===== config.mk =====
export PLATFORM = sky130hd
export DESIGN_NAME = afe_spi_sequencer
export DESIGN_NICKNAME = d
export VERILOG_FILES = /design/src/rtl/afe_spi_sequencer.sv
export SDC_FILE = /design/constraint.sdc
export NUM_CORES = 1
export LEC_CHECK = 0
export CAP_MARGIN = 25
export CORE_MARGIN = 2
export CORE_UTILIZATION = 54
export DETAILED_ROUTE_END_ITERATION = 12
export PLACE_DENSITY = 0.82
export SLEW_MARGIN = 15
export SYNTH_ARGS = -nofsm -noshare
export SYNTH_HDL_FRONTEND = slang
export SYNTH_SLANG_ARGS = --single-unit

===== constraint.sdc =====
create_clock -name clk -period 3.3 [get_ports clk]
set_clock_uncertainty 0.15 [all_clocks]
set_input_delay 0.66 -clock clk [delete_from_list [all_inputs] [get_ports clk]]
set_output_delay 0.66 -clock clk [all_outputs]
set_load 0.05 [all_outputs]

===== src/rtl/afe_spi_sequencer.sv =====
// afe_spi_sequencer: after start, walks the command ROM from address 0 and
// plays each "send" entry to the AFE as one mode-0 SPI frame (20 bits,
// MSB first). Ends in DONE on a stop opcode or after address 8'hFF, and in
// ERROR on a reserved opcode.
module afe_spi_sequencer #(
  parameter int CLK_DIV = 4,
  parameter int CS_GAP  = 8
) (
  input  logic        clk,
  input  logic        reset,
  input  logic        start,
  output logic [7:0]  rom_address,
  input  logic [23:0] rom_command,
  output logic        spi_cs_n,
  output logic        spi_sclk,
  output logic        spi_mosi,
  output logic        busy,
  output logic        done,
  output logic        error,
  output logic [7:0]  cmd_count
);

  localparam logic [3:0] S_IDLE     = 4'd0;
  localparam logic [3:0] S_FETCH    = 4'd1;
  localparam logic [3:0] S_DECODE   = 4'd2;
  localparam logic [3:0] S_CS_SETUP = 4'd3;
  localparam logic [3:0] S_SHIFT    = 4'd4;
  localparam logic [3:0] S_CS_HOLD  = 4'd5;
  localparam logic [3:0] S_GAP      = 4'd6;
  localparam logic [3:0] S_DONE     = 4'd7;
  localparam logic [3:0] S_ERROR    = 4'd8;

  localparam logic [7:0] DIV_LAST = 8'(CLK_DIV - 1);
  localparam logic [7:0] GAP_LAST = 8'(CS_GAP - 1);
  localparam logic [4:0] BIT_LAST = 5'd19;

  localparam logic [3:0] OP_STOP = 4'h0;
  localparam logic [3:0] OP_SEND = 4'h1;

  logic [3:0]  state;
  logic [7:0]  cnt;
  logic [4:0]  bit_cnt;
  logic [19:0] shreg;
  logic [3:0]  opcode;

  assign opcode = rom_command[23:20];

  // Frame counter never rolls over.
  function automatic logic [7:0] sat_inc(input logic [7:0] v);
    return (v == 8'hFF) ? v : v + 8'd1;
  endfunction

  // A bit period ends on the last cycle of the SCLK high phase.
  logic bit_end;
  assign bit_end = (state == S_SHIFT) && (cnt == DIV_LAST) && spi_sclk;

  // Sequencer FSM, phase counters and registered SPI/status outputs.
  always_ff @(posedge clk or posedge reset) begin
    if (reset) begin
      state       <= S_IDLE;
      cnt         <= 8'd0;
      bit_cnt     <= 5'd0;
      rom_address <= 8'd0;
      spi_cs_n    <= 1'b1;
      spi_sclk    <= 1'b0;
      spi_mosi    <= 1'b0;
      busy        <= 1'b0;
      done        <= 1'b0;
      error       <= 1'b0;
      cmd_count   <= 8'd0;
    end else begin
      case (state)
        S_IDLE, S_DONE, S_ERROR: begin
          if (start) begin
            rom_address <= 8'd0;
            cmd_count   <= 8'd0;
            done        <= 1'b0;
            error       <= 1'b0;
            busy        <= 1'b1;
            state       <= S_FETCH;
          end
        end
        S_FETCH: state <= S_DECODE;
        S_DECODE: begin
          case (opcode)
            OP_SEND: begin
              spi_cs_n <= 1'b0;
              spi_sclk <= 1'b0;
              spi_mosi <= rom_command[19];
              cnt      <= 8'd0;
              state    <= S_CS_SETUP;
            end
            OP_STOP: begin
              done  <= 1'b1;
              busy  <= 1'b0;
              state <= S_DONE;
            end
            default: begin
              error <= 1'b1;
              busy  <= 1'b0;
              state <= S_ERROR;
            end
          endcase
        end
        S_CS_SETUP: begin
          if (cnt == DIV_LAST) begin
            cnt     <= 8'd0;
            bit_cnt <= 5'd0;
            state   <= S_SHIFT;
          end else begin
            cnt <= cnt + 8'd1;
          end
        end
        S_SHIFT: begin
          if (cnt == DIV_LAST) begin
            cnt <= 8'd0;
            if (!spi_sclk) begin
              spi_sclk <= 1'b1;
            end else begin
              spi_sclk <= 1'b0;
              if (bit_cnt == BIT_LAST) begin
                state <= S_CS_HOLD;
              end else begin
                bit_cnt  <= bit_cnt + 5'd1;
                spi_mosi <= shreg[18];
              end
            end
          end else begin
            cnt <= cnt + 8'd1;
          end
        end
        S_CS_HOLD: begin
          if (cnt == DIV_LAST) begin
            cnt       <= 8'd0;
            spi_cs_n  <= 1'b1;
            spi_mosi  <= 1'b0;
            cmd_count <= sat_inc(cmd_count);
            state     <= S_GAP;
          end else begin
            cnt <= cnt + 8'd1;
          end
        end
        S_GAP: begin
          if (cnt == GAP_LAST) begin
            cnt <= 8'd0;
            if (rom_address == 8'hFF) begin
              done  <= 1'b1;
              busy  <= 1'b0;
              state <= S_DONE;
            end else begin
              rom_address <= rom_address + 8'd1;
              state       <= S_FETCH;
            end
          end else begin
            cnt <= cnt + 8'd1;
          end
        end
        default: state <= S_IDLE;
      endcase
    end
  end

  // Payload shift register: loaded at decode, shifted on each SCLK fall.
  always_ff @(posedge clk) begin
    if (state == S_DECODE && opcode == OP_SEND) begin
      shreg <= rom_command[19:0];
    end else if (bit_end && bit_cnt != BIT_LAST) begin
      shreg <= {shreg[18:0], 1'b0};
    end
  end

endmodule


==> impl_summary.md, run 1 <==
Clock tree
Post-CTS repair changed the size of 0 cells. After clock tree synthesis, the setup repair step added 0 buffers. The later-pin clock latency in the skew report is about 340 ps. The CTS clock-pin slew for the worst setup and hold paths is roughly 70 ps.

The number of levels the H-tree was split into is 3. The cell sitting at the root of the clock tree is a sky130_fd_sc_hd__clkbuf_8. The clock tree buffer depth is 2. The TritonCTS buffer count is 9. The number of clock sinks seen by CTS is 58. The clock tree from TritonCTS is yes. The count of hold-fix buffers inserted at cts is 0.

Final layout
Summing all multi-input logic gate instances after layout gives ~0.0015 sq mm. Of the cells placed in the final design, the portion with a size suffix greater than 1 is 0.132. 0 antenna diodes ended up in the layout.

The fill cell total of the finished layout is 441. Measured on the finished design, the core utilization comes to 0.701. The final layout net count is between 300 and 400. The sequential cell area in the final layout is roughly 0.0015 sq mm. From synthesis to final layout, the design area changed by 23.9%.

Global routing
The number of global-route vias before repair came to around 2500. The total overflow reported by the global router is 0. The pin count of the biggest net entering global routing is 40.

The overall global routing resource usage is 0.226. The initial antenna violation count is 0. The global-route wire length before repair is 11400 um.

Die
The starting density of the core is 0.566. The floorplan core area is 0.00561 sq mm. The top-level I/O count is roughly 50. The die outline width is 80.7 um. In this run the core area contains 27 standard-cell rows. The die is 80.7 um tall. The area enclosed by the die boundary is 0.00651 sq mm.

Timing
The minimum clock period is approximately 2700 ps. Setup repair after global routing left no endpoint under its margin. The post-route worst setup slack is slightly below 600 ps. The relative slew slack is 0.521. The sum of negative setup slack is 0 ps. The hold violation total from the final report is 0. The fraction of the cycle the final worst path needs is 0.821.

The slew of the pin with the lowest slew margin is 715 ps. The number of setup violations in the final report is 0. For this run, the top clock speed supported by timing is 369 MHz. The max-slew violation count was 0.

Route
The total wire length after detailed routing is 6580 um. The final route contains approximately 2600 vias. After detailed routing, the number of vias per cell comes to a little under 6. The number of DRC markers after the initial detailed-route iteration is 256. The detail route stage leaves a number of antenna-violating nets equal to 0. The DRC violations left is 0.

In the final routed layout, each cell accounts on average for about 15 um. The total iterations of the first detailed-routing run is 4.

Place
In this run the tool buffered the top-level ports with 48 buffer cells. Summed over all nets, the half-perimeter wirelength after detailed placement is ~4600 um. The final weighted congestion in routability-driven placement is just under 0.8. The minimum setup slack after placement is 411 ps.

Worst setup path
The most used cell along the critical path is sky130_fd_sc_hd__or3_1. The worst setup path is launched from a flop. Data arrives at the worst endpoint at approximately 2600 ps. The largest incremental delay on the critical path is roughly 560 ps. The peak fanout along the critical path is 19. The required time reported for the critical path endpoint is around 3200 ps. The slack of the worst reg-to-reg path is 590 ps. The signal on the critical path passes through or4_4 > or3_1 > or3_1 > nand2_1 > buf_4. Counting both buffers and inverters, the worst setup path holds a total of 1. On the critical path, the stage with the largest delay is an instance of sky130_fd_sc_hd__or4_4.

The kind of cell with the highest combined delay along the critical path is simple AND/OR/NAND/NOR gates. The worst setup path is of the flop to flop kind. STA classifies the critical path endpoint as a flop.

Pwr
The power density normalized to cell area is 657 mW/mm^2. The maximum ir drop on the vdd rail is between 300 and 400 uV. The reported leakage power is 0.00159 uW.

Synth
The share of synthesized area in the top cell type comes to 0.300. Yosys attributes the largest share of cell area to sky130_fd_sc_hd__dfrtp_1 30%, sky130_fd_sc_hd__edfxtp_1 18%, sky130_fd_sc_hd__mux2_2 7.1%. After synthesis, the netlist uses 57 different library cells. The share of async-settable or async-resettable flops after synthesis is 0.672. The synthesized area per cell is 10.1 sq um.

The commonest register cell after synthesis is sky130_fd_sc_hd__dfrtp_1. The post-synthesis net count is 344. The Yosys step of the flow raised 0 warnings.

In the synthesized netlist, the number of instances is between 300 and 400. Summing every instance area after synthesis gives 0.00317 sq mm. The number of enable-type register cells in the synthesized netlist is 19. The register bit count reported by yosys is 58. The cell type with the largest total area after synthesis is sky130_fd_sc_hd__dfrtp_1. For this run, the register share of the synthesized area comes to 0.488.

Flow run
The tool flagged a number of max-cap violations equal to 0.

Worst hold path
The path type of the worst min-delay path is flop to flop.

Status
The flow ran to the end, and the final reports show no timing, DRC or antenna violations.
path summary, 6_finish.rpt:
kind | from | endpoint | depth (start not counted)
worst max-delay path | cnt[5] | shreg[16] | 5
worst min-delay path | error | error | 2
worst min register to register | error | error | 2
worst max register to register | cnt[5] | shreg[16] | 5
min in group asynchronous | reset | rom_address[6] | 3
max in group asynchronous | reset | spi_cs_n | 3
cell families (layout without fill, tap and decap cells):
kind of cell	count (synthesis)	count (layout)	synth area share
compound gates	86	86	0.176
xor+xnor	2	2	0.00552
fa+ha+maj	4	4	0.0158
buf+inv	25	83	0.0303
flops	58	58	0.488
mux	22	22	0.0773
simple gates	116	116	0.207
synthesized netlist by cell type, drive strengths merged (2+ instances only):
master and count:
a2111oi 3, a211o 4, a21o 5, a21oi 10
a31oi 5, and2 2, and3 8, clkbuf 13
dfrtp 38, edfxtp 19, ha 4, inv 11
mux2 20, mux2i 2, nand2 23, nand2b 6
nand3 13, nand3b 2, nand4 4, nand4bb 2
nor2 17, nor2b 5, nor3 7, nor3b 3
nor4 5, nor4b 2, o211ai 2, o21a 2
o21ai 31, o21bai 4, o2bb2ai 2, o31ai 8
or2 3, or3 4, or4 5, xnor2 2
power by group:
group | leakage [uW] | internal, uW | switching [uW] | total [uW]
Combinational | 0.000798 | 396 | 556 | 953
Sequential | 0.000690 | 845 | 187 | 1030
Clock | 0.0000965 | 332 | 265 | 597
placed cells by master, fill, tap and decap left out, types with 5 or more instances in the layout:
| cell | count |
|---|---|
| sky130_fd_sc_hd__nor2_1 | 17 |
| sky130_fd_sc_hd__nor2b_1 | 5 |
| sky130_fd_sc_hd__dfrtp_1 | 38 |
| sky130_fd_sc_hd__and3_1 | 8 |
| sky130_fd_sc_hd__a21o_1 | 5 |
| sky130_fd_sc_hd__clkbuf_8 | 12 |
| sky130_fd_sc_hd__edfxtp_1 | 19 |
| sky130_fd_sc_hd__nor3_1 | 7 |
| sky130_fd_sc_hd__clkdlybuf4s50_1 | 48 |
| sky130_fd_sc_hd__inv_1 | 11 |
| sky130_fd_sc_hd__buf_4 | 8 |
| sky130_fd_sc_hd__nand2_1 | 23 |
| sky130_fd_sc_hd__a31oi_1 | 5 |
| sky130_fd_sc_hd__o21ai_0 | 31 |
| sky130_fd_sc_hd__o31ai_1 | 8 |
| sky130_fd_sc_hd__nand3_1 | 13 |
| sky130_fd_sc_hd__a21oi_1 | 10 |
| sky130_fd_sc_hd__mux2_2 | 20 |
| sky130_fd_sc_hd__nand2b_1 | 6 |
flip-flops by register name, indices dropped and copies added, names as in the netlist, 4 cells and up:
register	flops
shreg	19
bit_cnt	5
state	4
cnt	8
rom_address	8
cmd_count	8
through the flow:
| stage | hold WS [ps] | instances | instance area (sq um) | total power (uW) |
|---|---|---|---|---|
| floorplan | 296 | 313 | 3170 | 1710 |
| global placement | 319 | 427 | 3750 | 1960 |
| detailed placement | 325 | 427 | 3750 | 1990 |
| CTS | 340 | 443 | 3930 | 2590 |
| global route | 368 | 443 | 3930 | 2750 |
| finish | 336 | 443 | 3930 | 2580 |
area by class of cell:
| cell class | count | share of cell area |
|---|---|---|
| Sequential cell | 58 | 0.394 |
| Tap cell | 72 | 0.0229 |
| Inverter | 11 | 0.0105 |
| Multi-Input combinational cell | 230 | 0.389 |
| Timing Repair Buffer | 56 | 0.137 |
| Clock buffer | 14 | 0.0439 |
| Clock inverter | 2 | 0.00255 |
worst min-delay path, stage by stage, from the launching register on:
cell and delay (ps):
sky130_fd_sc_hd__dfrtp_1 340, sky130_fd_sc_hd__nand2_1 50, sky130_fd_sc_hd__o21ai_0 60
routing by layer:
layer | vias to the layer above | part of all wire | track usage
met4 | 0 | 0.012 | 0.0915
met5 | - | 0 | 0
met2 | 68 | 0.50 | 0.385
met3 | 9 | 0.042 | 0.0348
li1 | 1285 | - | -
met1 | 1236 | 0.44 | 0.288
(Power assumes the default switching activity.)
==> run 2: changes to the inputs <==
Clock period 3.3 ns to 2.5 ns, I/O delays scaled along.
==> run 2 against run 1 <==
  * Sequential share of layout area decreased by 2.4 points
  * Clock-buffer cell count down 5
  * First-iteration DRC count decreased by 34%
  * Final area rose by 6.4%
  * Cell count increased by 4.7%
  * Critical path type unchanged
  * Combinational power increased by 58%
  * Worst hold slack better by 23 ps
  * Sequential power up 24%
  * Clock power rose by 89%
  * Wire length grew 11%
  * Via count rose by 7.7%
  * Sequential cell count stayed put
==> impl_summary.md, run 2 (synthesized netlist as in run 1, its figures left out) <==
Timing
The final-layout worst hold slack is between 300 and 400 ps. The hold violation total from the final report was 0. The fmax is 416 MHz. The slew of the pin with the lowest slew margin is 554 ps.

Summed over all failing endpoints, the final setup total negative slack is 0 ps. The minimum clock period is 2410 ps. The worst pin sits at a relative slew slack of 0.621. The number of setup violations in the final report is 0. The max-slew violation count is 0. The fraction of the cycle the final worst path needs is 0.963. Setup repair after global routing left no endpoint under its margin.

Final layout
The register with the most flip-flops in the final layout is shreg. Leaving out fill and tap cells, the most frequent cells in the layout are 48 x sky130_fd_sc_hd__clkdlybuf4s50_1, 38 x sky130_fd_sc_hd__dfrtp_1, 31 x sky130_fd_sc_hd__o21ai_0. In the final design database the tool counted 418 nets.

The area overhead of the layout relative to synthesis is 31.8%. The repair_antennas step left the layout with diodes totalling 0. The register with the most flip-flops in the layout has 19 of them. The fraction of final layout cells with drive strength greater than 1 is 0.186. Once layout is complete, the utilization of the core stands at 0.746. Leaving out fill and tap cells, the most frequent cell in the layout is sky130_fd_sc_hd__clkdlybuf4s50_1.

Die
The row count is 27. The starting density of the core is 0.566. During I/O placement, the number of pins put on the boundary was 49. The total area inside the core boundary comes to 0.00561 sq mm.

The area enclosed by the die boundary is between 0.006 and 0.007 sq mm. The die is 80.7 um tall. The die outline width is slightly above 80 um.

Worst setup path
For the worst flop-to-flop path, the logic depth is 4. The endpoint kind of the worst setup timing path is a flop. The category of the worst setup path launch point is a flop. The worst endpoint data arrival time is between 2000 and 2500 ps. The required time reported for the critical path endpoint is 2370 ps.

The worst register-to-register path ends at shreg[0]. For flop-to-flop paths, the worst setup slack is 90 ps. The worst setup path endpoint is shreg[0]. The peak fanout along the critical path is 19. The worst register-to-register path begins at cnt[6]. The critical path in this run is classified as flop to flop. In this run the worst setup path begins at cnt[6].

Clock tree
The cell sitting at the root of the clock tree is a sky130_fd_sc_hd__clkbuf_8. The later-pin clock latency in the skew report is 340 ps. The number of levels the H-tree was split into is 3. The TritonCTS buffer count is 9. The number of clock sinks seen by CTS is 58. The clock tree buffer depth is 2. After clock tree synthesis, the clock-pin slew on the worst setup and hold paths is around 70 ps.

The number of hold buffers added after CTS was 0. The clock tree from TritonCTS is yes.

Route
Dividing the detail-routed wire length by the instance count gives 15.7 um. The routed layout has 2798 vias. Using the TritonRoute via totals, the vias-per-cell ratio works out to between 6 and 7. Once detail routing completed, the nets flagged for antenna violations numbered 0. The total iterations of the first detailed-routing run is 7. In the routed design, unresolved DRC markers number 0. The first routing iteration left 168 violations. After detailed routing, the total wire length is 7300 um.

Place
The final weighted congestion in routability-driven placement is 0.866. After legalization and detailed placement, the total HPWL measured 5050 um. The count of buffers added on input and output ports is 48.

Worst hold path
The worst hold path belongs to the class flop to flop.

Pwr
For this design the ratio of total power to cell area is 937 mW/mm^2. Summed over all cells, the static leakage comes to 0.00172 uW. Across the VDD grid, the largest voltage drop is 597 uV.

Global routing
The total overflow reported by the global router is 0. The overall global routing resource usage is 0.242. Entering global routing, the biggest net connects 40 pins. The number of global-route vias before repair is between 2000 and 3000. The initial antenna violation count is 0.

The first global-routing pass estimated between 10000 and 15000 um of wire.

Status
The flow ran to the end, and the final reports show no timing, DRC or antenna violations.

Flow run
The reported max-cap violation count is 0.
-- run 2: layer usage --
metal  GRT usage  wire length [um]  vias up
met5           0                 0        -
met2       0.413              3650       94
li1            -                 -     1342
met1       0.287              3030     1343
met3      0.0438               420       19
met4       0.136               193        0
-- run 2: how the worst min path moves through the flow --
| stage | from | end | slack [ps] | cells after the start |
|---|---|---|---|---|
| floorplan | bit_cnt[4] | bit_cnt[4] | 300 | 1 |
| global placement | bit_cnt[4] | bit_cnt[4] | 320 | 1 |
| detailed placement | bit_cnt[4] | bit_cnt[4] | 330 | 1 |
| CTS | error | error | 360 | 2 |
| global route | error | error | 400 | 2 |
| finish | spi_mosi | spi_mosi | 360 | 1 |
-- run 2: critical path, stage by stage (launching register included) --
cell	delay, ps
sky130_fd_sc_hd__dfrtp_1	380
sky130_fd_sc_hd__or4_4	540
sky130_fd_sc_hd__or3_4	350
sky130_fd_sc_hd__or3_1	440
sky130_fd_sc_hd__nand2_4	230
-- run 2: repair_timing --
| action | CTS | global route |
|---|---|---|
| setup endpoints to repair | 0 | 25 |
| gates resized for setup | 0 | 3 |
| setup buffers | 0 | 1 |
-- run 2: final cells by class --
class                           instances  area, sq um
Multi-Input combinational cell        230         1550
Sequential cell                        58         1550
Fill cell                             414         1420
Timing Repair Buffer                   77          698
Clock inverter                          7          131
Clock buffer                            9          124
Tap cell                               72         90.1
Inverter                               11         41.3
-- run 2: stage by stage --
step | power, uW | setup slack (ps) | instance area [sq um] | std cells
5_1_grt | 4130 | 7.03 | 4180 | 464
4_1_cts | 3900 | 28.2 | 4160 | 463
3_5_place_dp | 2760 | -62.1 | 3910 | 447
2_1_floorplan | 2250 | 11.8 | 3180 | 313
3_3_place_gp | 2710 | -35.3 | 3910 | 447
6_report | 3920 | 93.7 | 4180 | 464
-- run 2: report_power, final --
part,switching [uW],internal [uW]
clock network,378,753
logic,875,635
registers,165,1120
